File: config.mk
export PLATFORM = sky130hd
export DESIGN_NAME = warp_dispatcher
export DESIGN_NICKNAME = d
export VERILOG_FILES = /design/src/rtl/warp_dispatcher_pkg.sv /design/src/rtl/warp_dispatcher_kernel_fifo.sv /design/src/rtl/warp_dispatcher.sv
export SDC_FILE = /design/constraint.sdc
export NUM_CORES = 1
export LEC_CHECK = 0
export CAP_MARGIN = 25
export CORE_MARGIN = 2
export CORE_UTILIZATION = 30
export CTS_BUF_LIST = sky130_fd_sc_hd__clkbuf_4 sky130_fd_sc_hd__clkbuf_8
export CTS_CLUSTER_DIAMETER = 60
export DETAILED_ROUTE_END_ITERATION = 12
export GPL_TIMING_DRIVEN = 0
export PLACE_DENSITY_LB_ADDON = 0.25
export SYNTH_ARGS = -nofsm -noshare
export SYNTH_HDL_FRONTEND = slang
export SYNTH_SLANG_ARGS = --single-unit
File: constraint.sdc
create_clock -name clk -period 18.87 [get_ports clk]
set_input_delay 2.8305 -clock clk [delete_from_list [all_inputs] [get_ports clk]]
set_output_delay 2.8305 -clock clk [all_outputs]
set_load 0.05 [all_outputs]
File: src/rtl/warp_dispatcher_pkg.sv
// Shared types and constants for the warp dispatcher: kernel descriptor,
// core slot states and the lane-mask helper.
package warp_dispatcher_pkg;

   localparam int NUM_SIMD_CORES    = 4;
   localparam int THREAD_COUNT      = 8;
   localparam int LOG2_THREAD_COUNT = 3;
   localparam int FIFO_DEPTH        = 4;

   localparam logic [3:0] NO_WARP = 4'hF;

   typedef struct packed {
      logic [3:0]                   warp_id;
      logic [LOG2_THREAD_COUNT-1:0] num_threads;
      logic [31:0]                  start_pc;
   } kernel_t;

   typedef enum logic [1:0] {
      CORE_IDLE,
      CORE_LAUNCH,
      CORE_BUSY,
      CORE_DONE_PEND
   } core_state_t;

   // Low num_threads lanes set; evaluated at THREAD_COUNT width.
   function automatic logic [THREAD_COUNT-1:0] thread_mask(
      input logic [LOG2_THREAD_COUNT-1:0] num_threads
   );
      return (THREAD_COUNT'(1) << num_threads) - THREAD_COUNT'(1);
   endfunction

endpackage

File: src/rtl/warp_dispatcher_kernel_fifo.sv
// Kernel buffer between the scheduler and the dispatcher. A push on a full
// FIFO only lands when a pop frees a slot in the same cycle.
module kernel_fifo
   import warp_dispatcher_pkg::*;
#(
   parameter int DEPTH = FIFO_DEPTH
) (
   input  logic    clk,
   input  logic    rst,
   input  logic    i_push,
   input  kernel_t i_data,
   input  logic    i_pop,
   output kernel_t o_head,
   output logic    o_full,
   output logic    o_empty
);

   localparam int AW = $clog2(DEPTH);

   kernel_t       r_mem [DEPTH];
   logic [AW-1:0] r_wr_ptr;
   logic [AW-1:0] r_rd_ptr;
   logic [AW:0]   r_count;
   logic          w_wr_en;
   logic          w_rd_en;

   assign o_full  = (r_count == (AW+1)'(DEPTH));
   assign o_empty = (r_count == '0);
   assign w_rd_en = i_pop && !o_empty;
   assign w_wr_en = i_push && (!o_full || w_rd_en);
   assign o_head  = r_mem[r_rd_ptr];

   // NOTE: storage is not reset; r_count alone decides which entries are live.
   always_ff @(posedge clk) begin
      if (w_wr_en) r_mem[r_wr_ptr] <= i_data;
   end

   // NOTE: sequential state uses non-blocking assignments so every flop samples pre-edge values.
   always_ff @(posedge clk or posedge rst) begin
      if (rst) begin
         r_wr_ptr <= '0;
         r_rd_ptr <= '0;
         r_count  <= '0;
      end else begin
         if (w_wr_en) r_wr_ptr <= r_wr_ptr + 1'b1;
         if (w_rd_en) r_rd_ptr <= r_rd_ptr + 1'b1;
         case ({w_wr_en, w_rd_en})
            2'b10:   r_count <= r_count + 1'b1;
            2'b01:   r_count <= r_count - 1'b1;
            default: r_count <= r_count;
         endcase
      end
   end

endmodule

File: src/rtl/warp_dispatcher.sv
// Buffers scheduler kernels, launches each onto the lowest idle SIMD core,
// and returns completions one per cycle through a registered finish arbiter.
module warp_dispatcher
   import warp_dispatcher_pkg::*;
(
   input  logic                                       clk,
   input  logic                                       rst,
   input  logic                                       i_valid_kernel,
   input  kernel_t                                    i_kernel_in,
   input  logic [NUM_SIMD_CORES-1:0]                  i_core_done,
   output logic [NUM_SIMD_CORES-1:0]                  o_core_launch,
   output logic [NUM_SIMD_CORES-1:0][31:0]            o_core_pc,
   output logic [NUM_SIMD_CORES-1:0][THREAD_COUNT-1:0] o_core_thread_mask,
   output logic [NUM_SIMD_CORES-1:0][3:0]             o_core_warp_id,
   output logic [3:0]                                 o_finished_warp_id,
   output logic                                       o_fifo_full,
   output logic                                       o_overflow
);

   localparam int CW = $clog2(NUM_SIMD_CORES);

   core_state_t r_state      [NUM_SIMD_CORES];
   core_state_t w_state_next [NUM_SIMD_CORES];

   logic [NUM_SIMD_CORES-1:0][31:0]             r_core_pc;
   logic [NUM_SIMD_CORES-1:0][THREAD_COUNT-1:0] r_core_mask;
   logic [NUM_SIMD_CORES-1:0][3:0]              r_core_warp_id;
   logic [3:0]                                  r_finished;
   logic                                        r_overflow;
   logic                                        r_zero_valid;
   logic [3:0]                                  r_zero_warp;

   kernel_t       w_head;
   logic          w_empty;
   logic          w_full;
   logic          w_pop;
   logic          w_dispatch;
   logic          w_zero_load;
   logic          w_head_zero;
   logic          w_any_idle;
   logic [CW-1:0] w_idle_idx;
   logic          w_any_pend;
   logic [CW-1:0] w_pend_idx;

   kernel_fifo #(.DEPTH(FIFO_DEPTH)) u_fifo (
      .clk     (clk),
      .rst     (rst),
      .i_push  (i_valid_kernel),
      .i_data  (i_kernel_in),
      .i_pop   (w_pop),
      .o_head  (w_head),
      .o_full  (w_full),
      .o_empty (w_empty)
   );

   // Descending scan so the lowest matching index is the one left standing.
   // NOTE: every always_comb output gets a default first, so no path can infer a latch.
   always_comb begin
      w_any_idle = 1'b0;
      w_idle_idx = '0;
      w_any_pend = 1'b0;
      w_pend_idx = '0;
      for (int i = NUM_SIMD_CORES-1; i >= 0; i--) begin
         if (r_state[i] == CORE_IDLE) begin
            w_any_idle = 1'b1;
            w_idle_idx = CW'(i);
         end
         if (r_state[i] == CORE_DONE_PEND) begin
            w_any_pend = 1'b1;
            w_pend_idx = CW'(i);
         end
      end
   end

   assign w_head_zero = (w_head.num_threads == '0);
   assign w_dispatch  = !w_empty && !w_head_zero && w_any_idle;
   assign w_zero_load = !w_empty && w_head_zero && !r_zero_valid;
   assign w_pop       = w_dispatch || w_zero_load;

   always_comb begin
      o_core_launch = '0;
      for (int i = 0; i < NUM_SIMD_CORES; i++) begin
         w_state_next[i] = r_state[i];
         unique case (r_state[i])
            CORE_IDLE:      if (w_dispatch && w_idle_idx == CW'(i)) w_state_next[i] = CORE_LAUNCH;
            CORE_LAUNCH: begin
               o_core_launch[i] = 1'b1;
               w_state_next[i]  = CORE_BUSY;
            end
            CORE_BUSY:      if (i_core_done[i]) w_state_next[i] = CORE_DONE_PEND;
            CORE_DONE_PEND: if (w_any_pend && w_pend_idx == CW'(i)) w_state_next[i] = CORE_IDLE;
            default:        w_state_next[i] = CORE_IDLE;
         endcase
      end
   end

   always_ff @(posedge clk or posedge rst) begin
      if (rst) begin
         for (int i = 0; i < NUM_SIMD_CORES; i++) r_state[i] <= CORE_IDLE;
      end else begin
         for (int i = 0; i < NUM_SIMD_CORES; i++) r_state[i] <= w_state_next[i];
      end
   end

   always_ff @(posedge clk or posedge rst) begin
      if (rst) begin
         r_core_pc      <= '0;
         r_core_mask    <= '0;
         r_core_warp_id <= {NUM_SIMD_CORES{NO_WARP}};
      end else if (w_dispatch) begin
         r_core_pc[w_idle_idx]      <= w_head.start_pc;
         r_core_mask[w_idle_idx]    <= thread_mask(w_head.num_threads);
         r_core_warp_id[w_idle_idx] <= w_head.warp_id;
      end
   end

   // Finish arbiter: DONE_PEND cores outrank the zero-thread retire slot.
   always_ff @(posedge clk or posedge rst) begin
      if (rst) begin
         r_finished   <= NO_WARP;
         r_zero_valid <= 1'b0;
         r_zero_warp  <= NO_WARP;
         r_overflow   <= 1'b0;
      end else begin
         if (w_any_pend)        r_finished <= r_core_warp_id[w_pend_idx];
         else if (r_zero_valid) r_finished <= r_zero_warp;
         else                   r_finished <= NO_WARP;

         if (w_zero_load) begin
            r_zero_valid <= 1'b1;
            r_zero_warp  <= w_head.warp_id;
         end else if (r_zero_valid && !w_any_pend) begin
            r_zero_valid <= 1'b0;
         end

         if (i_valid_kernel && w_full && !w_pop) r_overflow <= 1'b1;
      end
   end

   assign o_core_pc          = r_core_pc;
   assign o_core_thread_mask = r_core_mask;
   assign o_core_warp_id     = r_core_warp_id;
   assign o_finished_warp_id = r_finished;
   assign o_fifo_full        = w_full;
   assign o_overflow         = r_overflow;

endmodule

* Word level (Yosys, flattened, before mapping)
Memories as Yosys holds them, arrays and structs flattened. Index checks and enable logic that the tools add are counted.
Word-level totals: register bits 201, memory bits (writable) 156, bits of input ports 46, memories kept 1
Cells by class: $add $sub $neg 5, order comparisons 3, equal/unequal tests 33, shift-type cells 1, mux-type cells 54, reductions and logical operators 40
Memory list:
- u_fifo.r_mem | depth 4, bits a word 39, read ports 1, clocked after Yosys merged registers in 0, wr ports 1, RTL line warp_dispatcher_kernel_fifo.sv:20 | kernel_t r_mem [DEPTH];
Operators with widths (count):
- 128-bit bitwise mux | 1
- 32-bit demux with 2-bit select | 1
- 2-bit 2-to-1 mux | 20
- 32-bit bitwise mux | 1
- 32-bit 2-to-1 mux | 1
- 2-bit one-hot mux with 4 select lines | 4
- 2-bit equality test (second input constant) | 13
- 1-bit logical AND | 18
- 16-bit bitwise mux | 1
- 8-bit demux with 2-bit select | 1
- 1-bit 2-to-1 mux | 16
- 4-bit 2-to-1 mux | 4
- 2-bit by 1-bit != test with 1-bit output (second input constant) | 8
- 2-bit by 1-bit equality test with 1-bit output (second input constant) | 7
- 2-bit logical NOT | 6
- 3-bit AND reduction | 4
- 4-bit binary-select mux with 2-bit select | 1
- 4-bit demux with 2-bit select | 1
- 8-bit 2-to-1 mux | 1
- 2-bit != test (second input constant) | 4
- 1-bit by 3-bit left shift with 8-bit output (first input constant) | 1
- 8-bit by 2-bit subtractor with 8-bit output (second input constant) | 1
- 1-bit logical NOT | 6
- 3-bit logical NOT | 2
- other kinds (9) | 13

* Logic depth before layout (Yosys ltp)
Gate-level depths: netlist (run 1).
word-level depth 12, depth in mapped cells 13

* Cells and area by module
Synthesis (run 1) repeated with hierarchy kept, for this count alone.
Unflattened totals: cells, all modules 795, area total of the unflattened synthesis 14083.5 um^2
Modules (own cells, without submodules):
- warp_dispatcher | times used 1, cells an instance 552, area each 8039.0 um^2, sequential area each 4884.7 um^2
- kernel_fifo | times used 1, cells an instance 243, area each 6044.5 um^2, sequential area each 4859.7 um^2

* Worst setup path after synthesis (run 1)
No wires, ideal clock.
path kind input to register, from input port i_valid_kernel, to memory u_fifo.r_mem[0][0] (netlist bit), enable pin, library setup time 400 ps, arrival time 4074 ps, required time 18470 ps, slack 14396 ps, cell stages on the path 2, path buffers 0, path through a21boi_2 > and2_1
On the way: cells in the longest elaborated chain, start to end 3
RTL lines:
- start: declaration | RTL line warp_dispatcher.sv:8 | input logic i_valid_kernel,
- 1-bit logical AND | RTL line warp_dispatcher_kernel_fifo.sv:30 | assign w_wr_en = i_push && (!o_full || w_rd_en);
- 1-bit 2-to-1 mux | RTL line warp_dispatcher_kernel_fifo.sv:35 | if (w_wr_en) r_mem[r_wr_ptr] <= i_data;
- 1-bit 2-to-1 mux (not written as such) | RTL line warp_dispatcher_kernel_fifo.sv:35
- end: declaration | RTL line warp_dispatcher_kernel_fifo.sv:20
Every way passes these cells.

* Worst setup path in the final report (run 1)
from register u_fifo.r_count[0], to output port o_fifo_full
On the way: cells in the longest elaborated chain, start to end 1
RTL lines:
- start: declaration | RTL line warp_dispatcher_kernel_fifo.sv:23 | logic [AW:0] r_count;
- start signal: assignment | RTL line warp_dispatcher_kernel_fifo.sv:48 | 2'b10: r_count <= r_count + 1'b1;
- start signal: assignment | RTL line warp_dispatcher_kernel_fifo.sv:49 | 2'b01: r_count <= r_count - 1'b1;
- start signal: assignment | RTL line warp_dispatcher_kernel_fifo.sv:50 | default: r_count <= r_count;
- 3-bit equality test | RTL line warp_dispatcher_kernel_fifo.sv:27 | assign o_full = (r_count == (AW+1)'(DEPTH));
- end: declaration | RTL line warp_dispatcher.sv:16 | output logic o_fifo_full,
Every way passes these cells.

==> results of run 1 <==
metal layers:
layer | share of wire | wire length [µm] | global-route usage | up-vias
li1 | - | - | - | 3497
met1 | 0.44 | 14630 | 0.1868 | 4003
met2 | 0.48 | 16020 | 0.2275 | 182
met3 | 0.060 | 2010 | 0.03772 | 70
met4 | 0.026 | 882 | 0.05225 | 2
met5 | 0.00024 | 8 | 0 | -
area by class of cell:
cell class	count	area share
inverters	24	0.005312
flip-flops and latches	357	0.5304
multi-input cells	361	0.2083
clock buffers	95	0.06368
repair buffers	237	0.1325
well taps	600	0.04086
diodes	1	0.0001362
clock inverters	20	0.009262
plain buffers	33	0.009535
critical path: stages, from the launching register on:
cell,delay [ns]
dfrtp_1,0.41
inv_1,0.10
and3_1,0.29
clkdlybuf4s50_1,0.85
worst min path at each step:
stage | end | depth (start not counted)
after floorplan | u_fifo.r_count[2] | 1
after global placement | o_core_thread_mask[8] | 1
after detailed placement | o_core_thread_mask[8] | 1
after CTS | o_core_thread_mask[8] | 1
after global routing | o_core_thread_mask[8] | 1
final | o_core_thread_mask[8] | 1
synthesized netlist by cell type (all sizes together):
master   number  area [µm²]
a21o          1       7.510
dfstp        24       630.6
and4          1       11.26
mux4         39       878.3
a21oi        10       50.05
and2          7       43.79
a31o          1       8.760
clkbuf        8       30.03
mux2        157        1802
nor3          9       56.31
o21a          1       7.510
xnor2         5       43.79
nor4          1       6.260
nand3         3       15.01
and3          2       12.51
or2           2       12.52
o32a          2       20.02
a221o         1       10.01
edfxtp      156        4684
nor2         20       75.07
xor2          2       17.52
mux2i         4       40.04
a21boi        1       11.26
o21ai        18       90.09
nand2        23       86.33
buf          25       145.1
nor2b         6       37.54
o31a          2       17.52
nand4b        1       8.760
nand2b        4       25.02
ha           24       300.3
a221oi        2       17.52
nor3b         4       30.03
or3           1       6.260
a32oi         1       8.760
inv          24       90.08
dfrtp       177        4429
fa            1       20.02
a2bb2oi       5       43.79
registers in the layout, summed over array words and instances, names as in the netlist:
register,flops
r_zero_valid,1
u_fifo.r_rd_ptr,2
o_core_thread_mask,32
u_fifo.r_mem,156
r_zero_warp,4
u_fifo.r_wr_ptr,2
r_state,8
u_fifo.r_count,3
o_core_warp_id,16
o_overflow,1
o_core_pc,128
o_finished_warp_id,4
metrics by stage:
step | utilization | hold slack (ns) | setup slack [ns] | std cells | cell area, µm²
after CTS | 0.4036 | 0.4685 | 13.68 | 1726 | 18350
final | 0.4040 | 0.4619 | 13.76 | 1728 | 18370
after global placement | 0.3715 | 0.4515 | 7.350 | 1606 | 16890
after floorplan | - | 0.4706 | 10.60 | 775 | 13830
after detailed placement | 0.3741 | 0.4515 | 14.00 | 1611 | 17010
after global routing | 0.4039 | 0.4820 | 13.62 | 1727 | 18370
kinds of logic after synthesis:
group                    share of synthesized area
flip-flops                                  0.7045
multiplexers                                0.1967
AND/OR/NAND/NOR                            0.03085
buffers and inverters                      0.01918
AO/OA/AOI/OAI                              0.02117
adder cells (fa/ha/maj)                    0.02316
XOR/XNOR                                  0.004433
==> results.json, run 1 <==
{
  "status": "finished clean",
  "dr_total_vias": 7754,
  "grt_max_degree": 118,
  "synth_fp_nets": 846,
  "cts.clk_slew.worst_paths_ns": 0.06,
  "die_height_um": 218.7,
  "first_global_vias": 8270,
  "reg2regPathDepth": 12,
  "drtPass1Iterations": 4,
  "max_freq_ghz": 0.1957,
  "rsz0062_at_grt": "no",
  "clock_sinks": 357,
  "grt_remaining_overflow": 0,
  "most-common-layout-cells": "clkdlybuf4s50_1, dfrtp_1, edfxtp_1",
  "min_period_ns": 5.111,
  "gr-usage-all-layers": 0.1426,
  "ys_seq_elements": 357,
  "crit_required_ns": 16.04,
  "grt_pass1_wl_um": 51090,
  "dieArea_mm2": 0.04784,
  "clk_latency_ns": 0.64,
  "port_buffers": 231,
  "final_common_cell": "clkdlybuf4s50_1",
  "multi_input_area_mm2": 0.003826,
  "synthCells": 775,
  "syn_avg_cell_area_um2": 17.85,
  "crit_start": "u_fifo.r_count[0]",
  "postCtsSetupRepairBufs": 0,
  "place.gp.congestion": 0.7510,
  "rows": 78,
  "wl_per_cell_um": 19.41,
  "cp.arrival_ns": 2.28,
  "r2r_slack_ns": 15.63,
  "min_from": "o_core_thread_mask[8]",
  "post_cts_resize_count": 0,
  "start_util": 0.3041,
  "tns_ns": 0,
  "cts_tree": "built",
  "crit_end": "o_fifo_full",
  "first_iter_violations": 451,
  "area_growth_pct": 32.83,
  "synth_cell_types": 46,
  "root_buffer": "clkbuf_8",
  "hold_viol": 0,
  "finClkSkew_ns": 0.01580,
  "antenna_found_initial": 1,
  "core-area_mm2": 0.04548,
  "avgViaCountPerCell": 4.487,
  "crit_path_end_kind": "primary output",
  "r2r_start": "u_fifo.r_rd_ptr[0]",
  "die_w_um": 218.7,
  "syn_area_mm2": 0.01383,
  "register_area_mm2": 0.009744,
  "drive_above_1_share": 0.3256,
  "criticalPathCategory": "reg -> out",
  "htreeDepth": 2,
  "fill_cells": 4279,
  "ys_seq_area_frac": 0.7045,
  "drc": 0,
  "ioPinCount": 232,
  "cts_buffer_depth": 3,
  "min_period_over_period": 0.2709,
  "fin_nets": 1146,
  "path_max_fanout": 4,
  "slew_violations": 0,
  "hpwl_um": 22250,
  "slew_headroom": 0.4313,
  "worstMarginPinSlew_ns": 0.8531,
  "yosysWarnings": 0,
  "r2r-end": "u_fifo.r_count[2]",
  "numCtsBuffers": 61,
  "drtAntennaViolNets": 0,
  "hold_path.class": "reg -> reg",
  "drv_cap": 0,
  "holdBufCountCts": 0,
  "setup_viol": 0,
  "finalWirelength_um": 33550,
  "startpoint_type": "register"
}
Power of run 1 is left out: the tool's default activity adds up to more than one toggle a clock period on the data nets, which glitch-free logic cannot reach.
==> run 2: changes to the inputs <==
clock period = 4.9 ns   (was 18.87 ns; I/O delays follow)
==> run 2 against run 1 <==
Against the previous run:
- first-iteration DRC count fell by 34%
- worst setup slack got worse by 12 ns
- final cell count rose by 0.52%
- clock skew rose by 0.0056 ns
- wire length rose by 0.13%
- non-clock buffer count rose by 4
- critical path depth rose by 9
- sequential share of layout area fell by 0.41 points
- register-to-register slack got worse by 14 ns
==> results.json, run 2 (synthesized netlist as in run 1, its figures left out) <==
{
  "hold_viol": 0,
  "first_iter_violations": 296,
  "grt_util_met1": 0.1860,
  "first_global_vias": 8437,
  "fin_util": 0.4071,
  "drive_above_1_share": 0.3342,
  "diodes": 0,
  "drc": 0,
  "max_freq_ghz": 0.3076,
  "clock_sinks": 357,
  "dr_total_vias": 7721,
  "numCtsBuffers": 67,
  "holdBufCountCts": 0,
  "place_ws_ns": 1.630,
  "slew_headroom": 0.4523,
  "criticalPathCategory": "reg -> reg",
  "most-common-layout-cells": "clkdlybuf4s50_1, dfrtp_1, edfxtp_1",
  "startpoint_type": "register",
  "path_max_fanout": 7,
  "multi_input_area_mm2": 0.003826,
  "ioPinCount": 232,
  "cts_buffer_depth": 3,
  "antenna_found_initial": 0,
  "min_period_over_period": 0.6635,
  "wl_per_cell_um": 19.34,
  "dieArea_mm2": 0.04784,
  "port_buffers": 231,
  "grt_use_met3": 0.04482,
  "postCtsSetupRepairBufs": 0,
  "cp.arrival_ns": 3.76,
  "slew_violations": 0,
  "cts_tree": "built",
  "grt_remaining_overflow": 0,
  "die_height_um": 218.7,
  "area_growth_pct": 33.85,
  "cts.clk_slew.worst_paths_ns": 0.05,
  "regMostFlops": "u_fifo.r_mem",
  "crit_path_end_kind": "register",
  "crit_required_ns": 5.41,
  "place.gp.congestion": 0.7500,
  "status": "finished clean",
  "hold_path.class": "reg -> reg",
  "whs_ns": 0.4721,
  "finClkSkew_ns": 0.02142,
  "worstMarginPinSlew_ns": 0.8215,
  "start_util": 0.3041,
  "die_w_um": 218.7,
  "drv_cap": 0,
  "grt-busiest-layer": "met2",
  "htreeDepth": 3,
  "drtPass1Iterations": 4,
  "gr-usage-all-layers": 0.1445,
  "grt_max_degree": 41,
  "fin_nets": 1156,
  "root_buffer": "clkbuf_8",
  "largest_reg_flops": 156,
  "setup_viol": 0,
  "core-area_mm2": 0.04548,
  "register_area_mm2": 0.009744,
  "finalWirelength_um": 33590,
  "use_met2": 0.2312,
  "post_cts_resize_count": 0,
  "drtAntennaViolNets": 0,
  "hpwl_um": 23040,
  "rows": 78,
  "fin_ws_ns": 1.649,
  "avgViaCountPerCell": 4.445,
  "grt_pass1_wl_um": 51520,
  "clk_latency_ns": 0.60,
  "rsz0062_at_grt": "no",
  "fill_cells": 4280,
  "final_common_cell": "clkdlybuf4s50_1",
  "min_period_ns": 3.251
}
[run 2: area by class of cell]
cell class,instances,share of cell area
clock inverters,20,0.01081
flip-flops and latches,357,0.5264
clock buffers,101,0.06563
inverters,24,0.005069
repair buffers,241,0.1354
plain buffers,33,0.009462
well taps,600,0.04055
multi-input cells,361,0.2067
[run 2: worst max-delay path: stages (launching register included)]
cell	delay [ns]
dfrtp_1	0.34
buf_6	0.14
mux4_2	0.60
nor3_4	0.32
mux2i_1	0.45
a21boi_2	0.19
inv_1	0.09
ha_1	0.17
inv_1	0.06
fa_1	0.37
xor2_1	0.15
nor2_1	0.12
xor2_1	0.15
[run 2: worst paths after layout]
kind                       cells past startpoint              startpoint                      to  slack (ns)
min                                            1  o_core_thread_mask[16]  o_core_thread_mask[16]        0.47
min in group asynchronous                      2                     rst            o_core_pc[6]        0.59
max                                           12      u_fifo.r_rd_ptr[0]       u_fifo.r_count[2]        1.65
max in group asynchronous                      6                     rst          o_core_pc[121]        2.86
min reg2reg                                    1  o_core_thread_mask[16]  o_core_thread_mask[16]        0.47
max reg2reg                                   12      u_fifo.r_rd_ptr[0]       u_fifo.r_count[2]        1.65
[run 2: through the flow]
step                instance area, µm²  std cells  setup TNS [ns]
global placement                 16900       1606          -54.32
CTS                              18500       1736               0
floorplan                        13830        775               0
detailed placement               17080       1615               0
global route                     18510       1737               0
finish                           18510       1737               0
[run 2: per-layer routing]
layer | wire length, µm | vias up | share of wire
met2 | 16300 | 177 | 0.49
met4 | 629 | 0 | 0.019
met5 | 0 | - | 0
met3 | 1957 | 58 | 0.058
met1 | 14700 | 3966 | 0.44
li1 | - | 3520 | -
Power of run 2 is left out for the same reason.
